`src/rtl/encode_packet.sv`:
```
// Transmit-side USB packet encoder. Turns handshake and data-packet requests from the
// transfer layer into a byte stream (PID, payload, CRC16) on an AXI4-Stream towards ULPI.
module encode_packet #(
    parameter int unsigned MAX_PACKET_SIZE = 512
) (
    input  logic       clock,
    input  logic       reset,
    input  logic [1:0] tx_trn_hsk_type,
    input  logic       tx_trn_send_hsk,
    output logic       tx_trn_hsk_sent,
    input  logic [1:0] tx_trn_data_type,
    input  logic       tx_trn_data_start,
    input  logic [7:0] tx_trn_data,
    input  logic       tx_trn_data_valid,
    output logic       tx_trn_data_ready,
    input  logic       tx_trn_data_last,
    output logic       axis_tx_tvalid_o,
    input  logic       axis_tx_tready_i,
    output logic       axis_tx_tlast_o,
    output logic [7:0] axis_tx_tdata_o,
    output logic       tx_busy_o,
    output logic       tx_overflow_o
);

    // Index of the final payload byte that fits; the beat at this count ends the payload.
    localparam logic [10:0] LastIdx = 11'(MAX_PACKET_SIZE - 1);

    typedef enum logic [2:0] {
        StIdle,
        StHsk,
        StPid,
        StData,
        StCrcLo,
        StCrcHi
    } state_e;

    state_e      state_q, state_d;
    logic [15:0] crc_q, crc_d;
    logic [10:0] count_q, count_d;
    // PIDs are captured at request time so the byte stays stable while the sink stalls.
    logic [7:0]  hsk_pid_q, hsk_pid_d;
    logic [7:0]  data_pid_q, data_pid_d;
    logic        beat;

    // One byte of reflected CRC16 (poly 0x8005, LSB-first form 0xA001).
    function automatic logic [15:0] crc16_byte(input logic [15:0] crc, input logic [7:0] data);
        logic [15:0] c;
        c = crc ^ {8'h00, data};
        for (int i = 0; i < 8; i++) begin
            c = c[0] ? ((c >> 1) ^ 16'hA001) : (c >> 1);
        end
        return c;
    endfunction

    function automatic logic [7:0] hsk_pid(input logic [1:0] hsk_type);
        logic [3:0] pid;
        unique case (hsk_type)
            2'b00:   pid = 4'h2;  // ACK
            2'b01:   pid = 4'h6;  // NYET
            2'b10:   pid = 4'hA;  // NAK
            default: pid = 4'hE;  // STALL
        endcase
        return {~pid, pid};
    endfunction

    function automatic logic [7:0] data_pid(input logic [1:0] data_type);
        logic [3:0] pid;
        unique case (data_type)
            2'b00:   pid = 4'h3;  // DATA0
            2'b01:   pid = 4'hB;  // DATA1
            2'b10:   pid = 4'h7;  // DATA2
            default: pid = 4'hF;  // MDATA
        endcase
        return {~pid, pid};
    endfunction

    // State, CRC, byte counter and captured PIDs.
    always_ff @(posedge clock) begin
        if (reset) begin
            state_q    <= StIdle;
            crc_q      <= 16'hFFFF;
            count_q    <= 11'd0;
            hsk_pid_q  <= 8'h00;
            data_pid_q <= 8'h00;
        end else begin
            state_q    <= state_d;
            crc_q      <= crc_d;
            count_q    <= count_d;
            hsk_pid_q  <= hsk_pid_d;
            data_pid_q <= data_pid_d;
        end
    end

    // Next-state logic and stream outputs; DATA is a zero-latency pass-through.
    always_comb begin
        state_d           = state_q;
        crc_d             = crc_q;
        count_d           = count_q;
        hsk_pid_d         = hsk_pid_q;
        data_pid_d        = data_pid_q;
        beat              = 1'b0;
        tx_trn_hsk_sent   = 1'b0;
        tx_trn_data_ready = 1'b0;
        axis_tx_tvalid_o  = 1'b0;
        axis_tx_tlast_o   = 1'b0;
        axis_tx_tdata_o   = 8'h00;
        tx_overflow_o     = 1'b0;

        unique case (state_q)
            StIdle: begin
                // Handshake wins; a simultaneous data request stays pending until IDLE again.
                if (tx_trn_send_hsk) begin
                    hsk_pid_d = hsk_pid(tx_trn_hsk_type);
                    state_d   = StHsk;
                end else if (tx_trn_data_start) begin
                    data_pid_d = data_pid(tx_trn_data_type);
                    state_d    = StPid;
                end
            end
            StHsk: begin
                axis_tx_tvalid_o = 1'b1;
                axis_tx_tdata_o  = hsk_pid_q;
                axis_tx_tlast_o  = 1'b1;
                if (axis_tx_tready_i) begin
                    tx_trn_hsk_sent = 1'b1;
                    state_d         = StIdle;
                end
            end
            StPid: begin
                axis_tx_tvalid_o = 1'b1;
                axis_tx_tdata_o  = data_pid_q;
                if (axis_tx_tready_i) begin
                    crc_d   = 16'hFFFF;
                    count_d = 11'd0;
                    state_d = StData;
                end
            end
            StData: begin
                axis_tx_tvalid_o  = tx_trn_data_valid;
                axis_tx_tdata_o   = tx_trn_data;
                tx_trn_data_ready = axis_tx_tready_i;
                beat              = tx_trn_data_valid && axis_tx_tready_i;
                if (beat) begin
                    crc_d   = crc16_byte(crc_q, tx_trn_data);
                    count_d = count_q + 11'd1;
                    if (tx_trn_data_last) begin
                        state_d = StCrcLo;
                    end else if (count_q == LastIdx) begin
                        tx_overflow_o = 1'b1;
                        state_d       = StCrcLo;
                    end else if (!tx_trn_data_start) begin
                        state_d = StCrcLo;
                    end
                end else if (!tx_trn_data_start) begin
                    // Covers both the zero-length packet and a source that drops start early.
                    state_d = StCrcLo;
                end
            end
            StCrcLo: begin
                axis_tx_tvalid_o = 1'b1;
                axis_tx_tdata_o  = ~crc_q[7:0];
                if (axis_tx_tready_i) begin
                    state_d = StCrcHi;
                end
            end
            StCrcHi: begin
                axis_tx_tvalid_o = 1'b1;
                axis_tx_tdata_o  = ~crc_q[15:8];
                axis_tx_tlast_o  = 1'b1;
                if (axis_tx_tready_i) begin
                    state_d = StIdle;
                end
            end
            default: begin
                state_d = StIdle;
            end
        endcase
    end

    assign tx_busy_o = (state_q != StIdle);

endmodule

```
`config.mk`:
```
export PLATFORM = sky130hd
export DESIGN_NAME = encode_packet
export DESIGN_NICKNAME = d
export VERILOG_FILES = /design/src/rtl/encode_packet.sv
export SDC_FILE = /design/constraint.sdc
export NUM_CORES = 1
export LEC_CHECK = 0
export CORE_UTILIZATION = 45
export CTS_CLUSTER_SIZE = 25
export DETAILED_ROUTE_END_ITERATION = 10
export GPL_TIMING_DRIVEN = 0
export MAX_ROUTING_LAYER = met4
export PLACE_DENSITY = 0.68
export SLEW_MARGIN = 20
export SYNTH_ARGS = -nofsm -noshare
export SYNTH_HDL_FRONTEND = slang
export SYNTH_SLANG_ARGS = --single-unit
```
`constraint.sdc`:
```
create_clock -name clock -period 1.94 [get_ports clock]
set_input_delay 0.485 -clock clock [delete_from_list [all_inputs] [get_ports clock]]
set_output_delay 0.485 -clock clock [all_outputs]
set_load 0.02 [all_outputs]
```
======== After elaboration in Yosys (flattened, before gate mapping) ========
Index checks and enable logic that the tools add are counted.
word-level totals
  register bits after elaboration ......... 46
  input bits .............................. 19
  output and inout bits ................... 14
  word-level logic and storage cells ...... 88
cells by class
  add/sub/neg operators ................... 1
  equal/unequal tests ..................... 15
  mux-type cells .......................... 41
  bitwise gates (word level) .............. 14
  reduce and logical (&&, ||, !) cells .... 12
operator list
  kind                                                   count
  2-to-1 mux 16 bit                                      10
  one-hot mux 8 bit (5 select lines)                     1
  one-hot mux 16 bit (2 select lines)                    1
  2-to-1 mux 3 bit                                       9
  NOT 2 -> 3 bit                                         8
  one-hot mux 4 bit (3 select lines)                     2
  2-to-1 mux 11 bit                                      2
  one-hot mux 11 bit (2 select lines)                    1
  2-to-1 mux 4 bit                                       5
  NOT 8 bit                                              2
  bitwise XOR 16 x 8 -> 16 bit                           1
  one-hot mux 3 bit (5 select lines)                     1
  adder 11 x 1 -> 11 bit (second input constant)         1
  equality test 11 x 9 -> 1 bit (second input constant)  1
  2-to-1 mux 1 bit                                       8
  NOT 4 bit                                              2
  equality test 3 x 2 -> 1 bit (second input constant)   2
  equality test 3 bit (second input constant)            2
  inequality test 2 bit (second input constant)          3
  AND reduction 3 bit                                    2
  equality test 2 x 1 -> 1 bit (second input constant)   2
  equality test 2 bit (second input constant)            2
  zero test 2 bit                                        2
  AND reduction 4 bit                                    1
  12 further kinds                                       12

======== Depth between registers and ports, before layout ========
Gate-level depths: netlist of run 1.
  word-level depth ........................ 19
  mapped depth ............................ 6
  gate-level depth less buffers ........... 6

======== Worst setup path before layout of run 1 ========
Ideal clock, no wire load.
  path type ............................... register to output
  start point ............................. register state_q[1]
  end point ............................... output port tx_overflow_o
  data arrival time ....................... 1.894 ns
  data required time ...................... 1.455 ns
  setup slack ............................. -0.439 ns
  cell stages (with the launch flop) ...... 6
  path buffers ............................ 1
  cell sequence ........................... dfxtp_1 -> nor2b_1 -> and3_1 -> buf_2 -> nand2_2 -> nor4_1
between the ends
  longest elaborated chain between the ends .. 2
RTL lines
  what                          RTL line  RTL
  start, declared               37        state_e state_q, state_d;
  start signal, assigned        80        state_q <= StIdle;
  start signal, assigned        86        state_q <= state_d;
  equality test 3 x 2 -> 1 bit  109       unique case (state_q)
  2-to-1 mux 1 bit              109
  end, declared                 22        output logic tx_overflow_o
Every way passes these cells.

======== Final worst setup path of run 1 ========
  start point ............................. register state_q[1]
  end point ............................... output port axis_tx_tdata_o[7]
between the ends
  longest elaborated chain between the ends .. 2
  elaborated cells between the ends (all ways) .. 6
  those cells by class .................... eq/ne: 5; mux: 1
RTL lines
  what                                         RTL line  RTL
  equality test 3 bit (tied with other cells)  109
  one-hot mux 8 bit (5 select lines) *         109
  end, declared                                20        output logic [7:0] axis_tx_tdata_o,
Every way passes the cells marked *; elsewhere a longest branch is shown, timed or not.

==> metrics.md, run 1 <==
| Metric | Value |
|---|---|
| Vias per cell | `5.48` |
| Antenna viol nets, final | `0` |
| Total wire length | `approximately 7300 um` |
| First-pass GRT wire length | `11200 um` |
| Root buf cell | `clkbuf_8` |
| PwrDens | `approximately 670 nW/um2` |
| Post-placement cell area | `around 2700 um2` |
| Post-route setup slack | `-0.243 ns` |
| F_max | `roughly 460 MHz` |
| GRT Total Usage | `around 30%` |
| Cts hold-fix bufs | `0` |
| Detailed-route DRC error count | `0` |
| Initial Utilization | `47.1%` |
| Synth Flop Type | `dfxtp_1` |
| WHS | `between 0.4 and 0.5 ns` |
| VDD IR max | `roughly 0.69 mV` |
| Area leader, netlist | `dfxtp_1` |
| # rows | `25` |
| Fillers | `364` |
| Worst Tran Pin Value | `just over 0.7 ns` |
| DP Wirelength | `between 4000 and 5000 um` |
| Final non-filler cell area | `~3400 um2` |
| Cells after Synth | `between 200 and 300` |
| Final RePlAce weighted congestion | `around 0.85` |
| Crit start category | `flip-flop` |
| Clock Tree Buf Depth | `2` |
| Required time worst endpoint | `between 1 and 1.5 ns` |
| Fin. Hold Viols | `0` |
| Final #Nets | `about 380` |
| I/O pins | `33` |
| Worst-path maximum fanout | `5` |
| Skew final | `approximately 0.016 ns` |
| Layout cells sized above 1 | `33.2%` |
| Mapped Area | `approximately 2300 um2` |
| Largest cells by area after synthesis | `dfxtp_1 (35%), xnor2_1 (6.2%), nor2_1 (6.0%), a21oi_1 (4.9%), nand2_1 (4.2%)` |
| DR WL/cell | `between 15 and 20 um` |
| Classification of the worst setup path | `flip-flop to output pin` |
| Yosys top cell area share | `35.5%` |
| Final slew viol count | `0` |
| Failing checks | `negative setup slack` |
| Largest net degree at the start of global routing | `13` |
| Cell count after placement | `380` |
| Vias in the first global route | `around 2300` |
| Drt first pass iters | `4` |
| Ys async rst share | `0%` |
| Net Sw Frac | `approximately 29%` |
| Post-synthesis sequential area ratio | `between 30% and 40%` |
| Yosys warning count | `0` |
| CP endpoint kind | `output pin` |
| Fin crit period | `2.18 ns` |
| Int Pwr | `~1600 uW` |
| Total design power | `~2300 uW` |
| Status | `finished, violations left` |
| Gate power share | `between 20% and 30%` |
| Max Cap Violations | `0` |
| Leak | `between 0.001 and 0.0015 uW` |
| Sequential share of power | `a little under two fifths` |
| Vias | `between 2000 and 2500` |
| Die area | `5300 um2` |
| 1st-iter DRT viols | `206` |
| Number of synthesized flops with an enable pin | `0` |
| Clock share of power | `between 30 and 40%` |
| RSZ-0062 raised after global routing | `yes` |
| Syn Area/Cell | `roughly 8.0 um2` |
| Relative slew slack | `between 50% and 60%` |
| Clock latency on the worst-skew pair | `between 0.3 and 0.4 ns` |
| Clock sink count | `40` |
| Yosys reg bits | `40` |
| Max H-tree Level | `2` |
| R2r setup slk | `around 0.040 ns` |
| Area grow syn2layout | `50.0%` |
| Die Height | `72.8 um` |
| NetSw | `665 uW` |
| WP data arrival | `around 1.7 ns` |
| Worst min path class | `flip-flop to flip-flop` |
| Grt ovf | `0` |
| CTS tree | `yes` |
| CORE AREA | `between 4000 and 5000 um2` |
| Clock-pin slew on the worst setup and hold paths | `roughly 0.090 ns` |
| Post-route insts no fill | `~420` |
| Final setup fails | `9` |
| Initial antenna violation count | `0` |
| Syn nets | `302` |
| Total CTS buffers | `5` |
| Netlist cell types | `49` |
| Port Buf Inserts | `32` |
| Chip width | `72.8 um` |
| N_diodes | `0` |
| Crit share post-route | `113%` |
[synth_stat cells (4+ instances only)]
cell type  count
a211oi_1       5
a21oi_1       22
and3_1         4
buf_2          4
clkbuf_1      10
dfxtp_1       40
inv_1          4
nand2_1       25
nand2b_1       8
nand3_1        9
nor2_1        36
nor3_1        13
o21ai_0        6
o21ai_1       13
o21bai_1       5
o22ai_1        7
xnor2_1       16
xor2_1         8
[repair_timing]
item / CTS / global route
pin swaps: 21 / 9
setup endpoints to repair: 28 / 17
buffers inserted: 25 / 8
cloned: 2 / 0
endpoints found under the hold margin: 0 / 0
gates resized for setup: 123 / 26
[worst max-delay path: stages (launching register included)]
cell	delay, ns
dfxtp_4	0.38
inv_2	0.15
ha_4	0.25
o32a_1	0.34
o22ai_2	0.12
buf_6	0.14
[cells in the final DEF, fill, tap and decap left out, types with 4 or more instances in the layout]
cell / netlist / layout
nor2_1: 36 / 34
xor2_1: 8 / 7
clkdlybuf4s50_1: 0 / 11
nor3_4: 1 / 4
buf_4: 0 / 39
nor3_1: 13 / 11
nand2_2: 1 / 5
a21oi_2: 0 / 5
nand3_1: 9 / 9
buf_6: 0 / 6
nand2b_1: 8 / 7
dfxtp_1: 40 / 34
o21ai_1: 13 / 13
inv_1: 4 / 4
o22ai_1: 7 / 6
a21oi_1: 22 / 17
xnor2_2: 2 / 6
xnor2_1: 16 / 11
nand2_1: 25 / 18
o21bai_1: 5 / 5
clkbuf_8: 0 / 9
dlygate4sd2_1: 0 / 5
clkbuf_1: 10 / 6
[registers in the layout, indices dropped and copies added (netlist names)]
name / flops
count_q: 11
crc_q: 16
data_pid_q: 5
hsk_pid_q: 5
state_q: 3
[cell type report]
cell class / count / area (um2) / area share (%)
multi-input combinational: 219 / 1630 / 48.1
clock buffer: 7 / 96.3 / 2.85
inverter: 7 / 28.8 / 0.851
clock inverter: 1 / 30.0 / 0.888
timing repair buffer: 67 / 578 / 17.1
tap: 67 / 83.8 / 2.48
sequential: 40 / 816 / 24.1
buffer: 14 / 123 / 3.62
[worst paths after layout]
path | endpoint | depth (start not counted) | start
max | axis_tx_tdata_o[7] | 5 | state_q[1]
min | hsk_pid_q[3] | 2 | hsk_pid_q[3]
max reg2reg | count_q[7] | 6 | state_q[2]
min reg2reg | hsk_pid_q[3] | 2 | hsk_pid_q[3]
[layer usage]
layer / share of wire, % / up-vias / wire length [um] / track usage, %
li1: - / 1123 / - / -
met3: 4.4 / 15 / 317 / 6.63
met5: 0 / - / 0 / -
met2: 49 / 63 / 3550 / 44.7
met1: 45 / 1111 / 3260 / 38.8
met4: 2.2 / 0 / 157 / 11.8
[per-stage QoR]
stage | TNS, ns | setup slack, ns | utilization (%)
CTS | -1.46 | -0.218 | 68.5
detailed placement | -17.74 | -1.22 | 56.9
global placement | -18.31 | -1.24 | 56.9
finish | -1.72 | -0.243 | 70.7
global route | -2.31 | -0.308 | 70.7
floorplan | -0.0175 | -0.0175 | -
[power by group through the flow]
stage / clock [uW] / combinational [uW] / sequential [uW]
after floorplan: 0 / 309 / 878
after global placement: 0 / 463 / 884
after detailed placement: 0 / 463 / 884
after CTS: 765 / 580 / 866
after global routing: 809 / 679 / 869
final: 764 / 641 / 866
[cell families (layout without fill, tap and decap cells)]
logic type               count (synthesis)  count (layout)  share of synthesized area (%)
AO/OA/AOI/OAI                           72              72                           19.4
AND/OR/NAND/NOR                        111             111                           23.7
multiplexers                             4               4                           1.83
adder cells (fa/ha/maj)                  2               2                           1.11
flip-flops                              40              40                           35.5
XOR/XNOR                                30              30                           14.6
buffers and inverters                   22              96                           3.88
Note: power is estimated with default switching activity, not from simulation.
==> inputs of run 2 (changes only) <==
--- a/config.mk
+++ b/config.mk
@@ -11,6 +11,7 @@
 export GPL_TIMING_DRIVEN = 0
 export MAX_ROUTING_LAYER = met4
 export PLACE_DENSITY = 0.68
+export REMOVE_ABC_BUFFERS = 1
 export SLEW_MARGIN = 20
 export SYNTH_ARGS = -nofsm -noshare
 export SYNTH_HDL_FRONTEND = slang
==> run 2 against run 1 <==
The run still ends with negative setup slack left. Critical path depth grew 2. Sequential share of layout area grew 2.2 points. Non-clock buffer count shrank 20. Fmax grew 1.7%. Die area is the same. Cell area shrank 8.4%. Worst hold slack is essentially flat. Register-to-register slack gained 0.13 ns. Clock-buffer cell count is the same. Sequential cell count is the same. Critical path type unchanged. Largest power group unchanged.
==> metrics.md, run 2 (synthesis gave the netlist of run 1 again) <==
| Metric | Value |
|---|---|
| Classification of the worst setup path | `flip-flop to output pin` |
| # rows | `25` |
| Final slew viol count | `0` |
| Vias in the first global route | `around 2000` |
| DP Wirelength | `3790 um` |
| N_diodes | `0` |
| Status | `finished, violations left` |
| Vias | `between 2000 and 2500` |
| Gate power share | `26.9%` |
| Int Pwr | `around 1400 uW` |
| Skew final | `between 0.01 and 0.015 ns` |
| Root buf cell | `clkbuf_8` |
| GRT Total Usage | `26.3%` |
| Largest reg by FF count | `crc_q` |
| VDD IR max | `about 0.33 mV` |
| Final non-filler cell area | `between 3000 and 4000 um2` |
| Initial antenna violation count | `0` |
| Final TNS setup | `-1.47 ns` |
| DR WL/cell | `approximately 16 um` |
| First-pass GRT wire length | `10100 um` |
| Die area | `roughly 5300 um2` |
| Clock sink count | `40` |
| Failing checks | `negative setup slack` |
| Final setup fails | `12` |
| Commonest non-fill, non-tap cells in the layout | `nor2_1 (36), dfxtp_1 (35), buf_4 (33)` |
| NetSw | `615 uW` |
| Worst-path maximum fanout | `6` |
| Layout cells sized above 1 | `between 20% and 30%` |
| RSZ-0062 raised after global routing | `yes` |
| Post-placement cell area | `roughly 2600 um2` |
| Fin crit period | `about 2.1 ns` |
| Antenna viol nets, final | `0` |
| PwrDens | `between 600 and 700 nW/um2` |
| Relative slew slack | `30.3%` |
| Detailed-route DRC error count | `0` |
| Most common cell after layout, fill and taps aside | `nor2_1` |
| Max H-tree Level | `2` |
| Post-route setup slack | `-0.207 ns` |
| Clock latency on the worst-skew pair | `~0.29 ns` |
| WP data arrival | `1.66 ns` |
| Die Height | `~73 um` |
| CORE AREA | `4790 um2` |
| Total design power | `2000 uW` |
| Required time worst endpoint | `1.45 ns` |
| CP endpoint kind | `output pin` |
| Cell count after placement | `365` |
| Total wire length | `6410 um` |
| Grt ovf | `0` |
| Largest net degree at the start of global routing | `31` |
| I/O pins | `33` |
| Top Registers | `crc_q: 16 flops, count_q: 11 flops` |
| Initial Utilization | `47.1%` |
| Max FFs per register | `16` |
| Post-route insts no fill | `403` |
| Final #Nets | `about 360` |
| Clock-pin slew on the worst setup and hold paths | `0.08 ns` |
| Drt first pass iters | `4` |
| Fin. Hold Viols | `0` |
| 1st-iter DRT viols | `150` |
| Port Buf Inserts | `32` |
| F_max | `466 MHz` |
| Total CTS buffers | `5` |
| Final RePlAce weighted congestion | `0.782` |
| Chip width | `between 70 and 80 um` |
| Vias per cell | `~5.5` |
| Crit start category | `flip-flop` |
| Sequential share of power | `between 40% and 50%` |
| Crit share post-route | `111%` |
| Clock Tree Buf Depth | `2` |
| Clock share of power | `between 20% and 30%` |
| Max Cap Violations | `0` |
| Worst Tran Pin Value | `approximately 1.0 ns` |
| Worst min path class | `flip-flop to flip-flop` |
| Final Util | `roughly two thirds` |
| Leak | `between 0.001 and 0.0015 uW` |
| CTS tree | `yes` |
| Area grow syn2layout | `37.3%` |
| Net Sw Frac | `30.8%` |
==> run 2: cell count changes in the layout (fill, tap and decap cells not counted), moves of 4 or more <==
| cell | delta |
|---|---|
| buf_4 | -6 |
| clkbuf_1 | -5 |
| a21oi_1 | +4 |
| a21oi_2 | -4 |
| nand2_1 | +4 |
==> run 2: cell type report <==
cell class | count | area, um2
fillers | 414 | 1690
multi-input cells | 220 | 1560
inverters | 7 | 26.3
flip-flops and latches | 40 | 815
clock buffers | 7 | 86.3
repair buffers | 61 | 519
well taps | 67 | 83.8
clock inverters | 1 | 7.51
==> run 2: timing repair <==
item / CTS / global route
endpoints found under the setup margin: 47 / 21
setup buffers: 22 / 7
gates resized for setup: 89 / 29
gates cloned: 1 / 0
pin swaps: 9 / 4
hold buffers: 0 / 0
endpoints found under the hold margin: 0 / 0
==> run 2: worst max-delay path, cell delays in order (launching register included) <==
cell,delay (ns)
dfxtp_4,0.39
buf_6,0.13
mux2i_2,0.22
nor2_1,0.08
o21ai_2,0.16
o32a_1,0.18
o22ai_2,0.08
buf_6,0.14
==> run 2: final timing paths <==
path / from / end / slack, ns / depth (start not counted)
min reg2reg: hsk_pid_q[3] / hsk_pid_q[3] / 0.46 / 2
max: state_q[1] / axis_tx_tdata_o[7] / -0.21 / 7
min: hsk_pid_q[3] / hsk_pid_q[3] / 0.46 / 2
max reg2reg: state_q[1] / count_q[10] / 0.17 / 7
==> run 2: layer usage <==
| metal | part of all wire, % | vias up | wire [um] | track usage, % |
|---|---|---|---|---|
| met5 | 0 | - | 0 | - |
| met4 | 1.7 | 0 | 110 | 10.5 |
| met3 | 6.6 | 10 | 421 | 5.25 |
| met2 | 48 | 80 | 3050 | 40.2 |
| met1 | 44 | 1035 | 2830 | 34.2 |
| li1 | - | 1088 | - | - |
==> run 2: power by group through the flow <==
stage	clock network, uW	registers (uW)	logic [uW]
global route	641	875	575
detailed placement	0	904	411
floorplan	0	892	258
CTS	588	869	502
finish	589	872	537
global placement	0	904	408
==> run 2: stage by stage <==
| stage | setup slack [ns] | hold WS [ns] |
|---|---|---|
| floorplan | -1.17 | 0.431 |
| global placement | -2.21 | 0.449 |
| detailed placement | -2.20 | 0.452 |
| CTS | -0.173 | 0.464 |
| global route | -0.294 | 0.476 |
| finish | -0.207 | 0.463 |
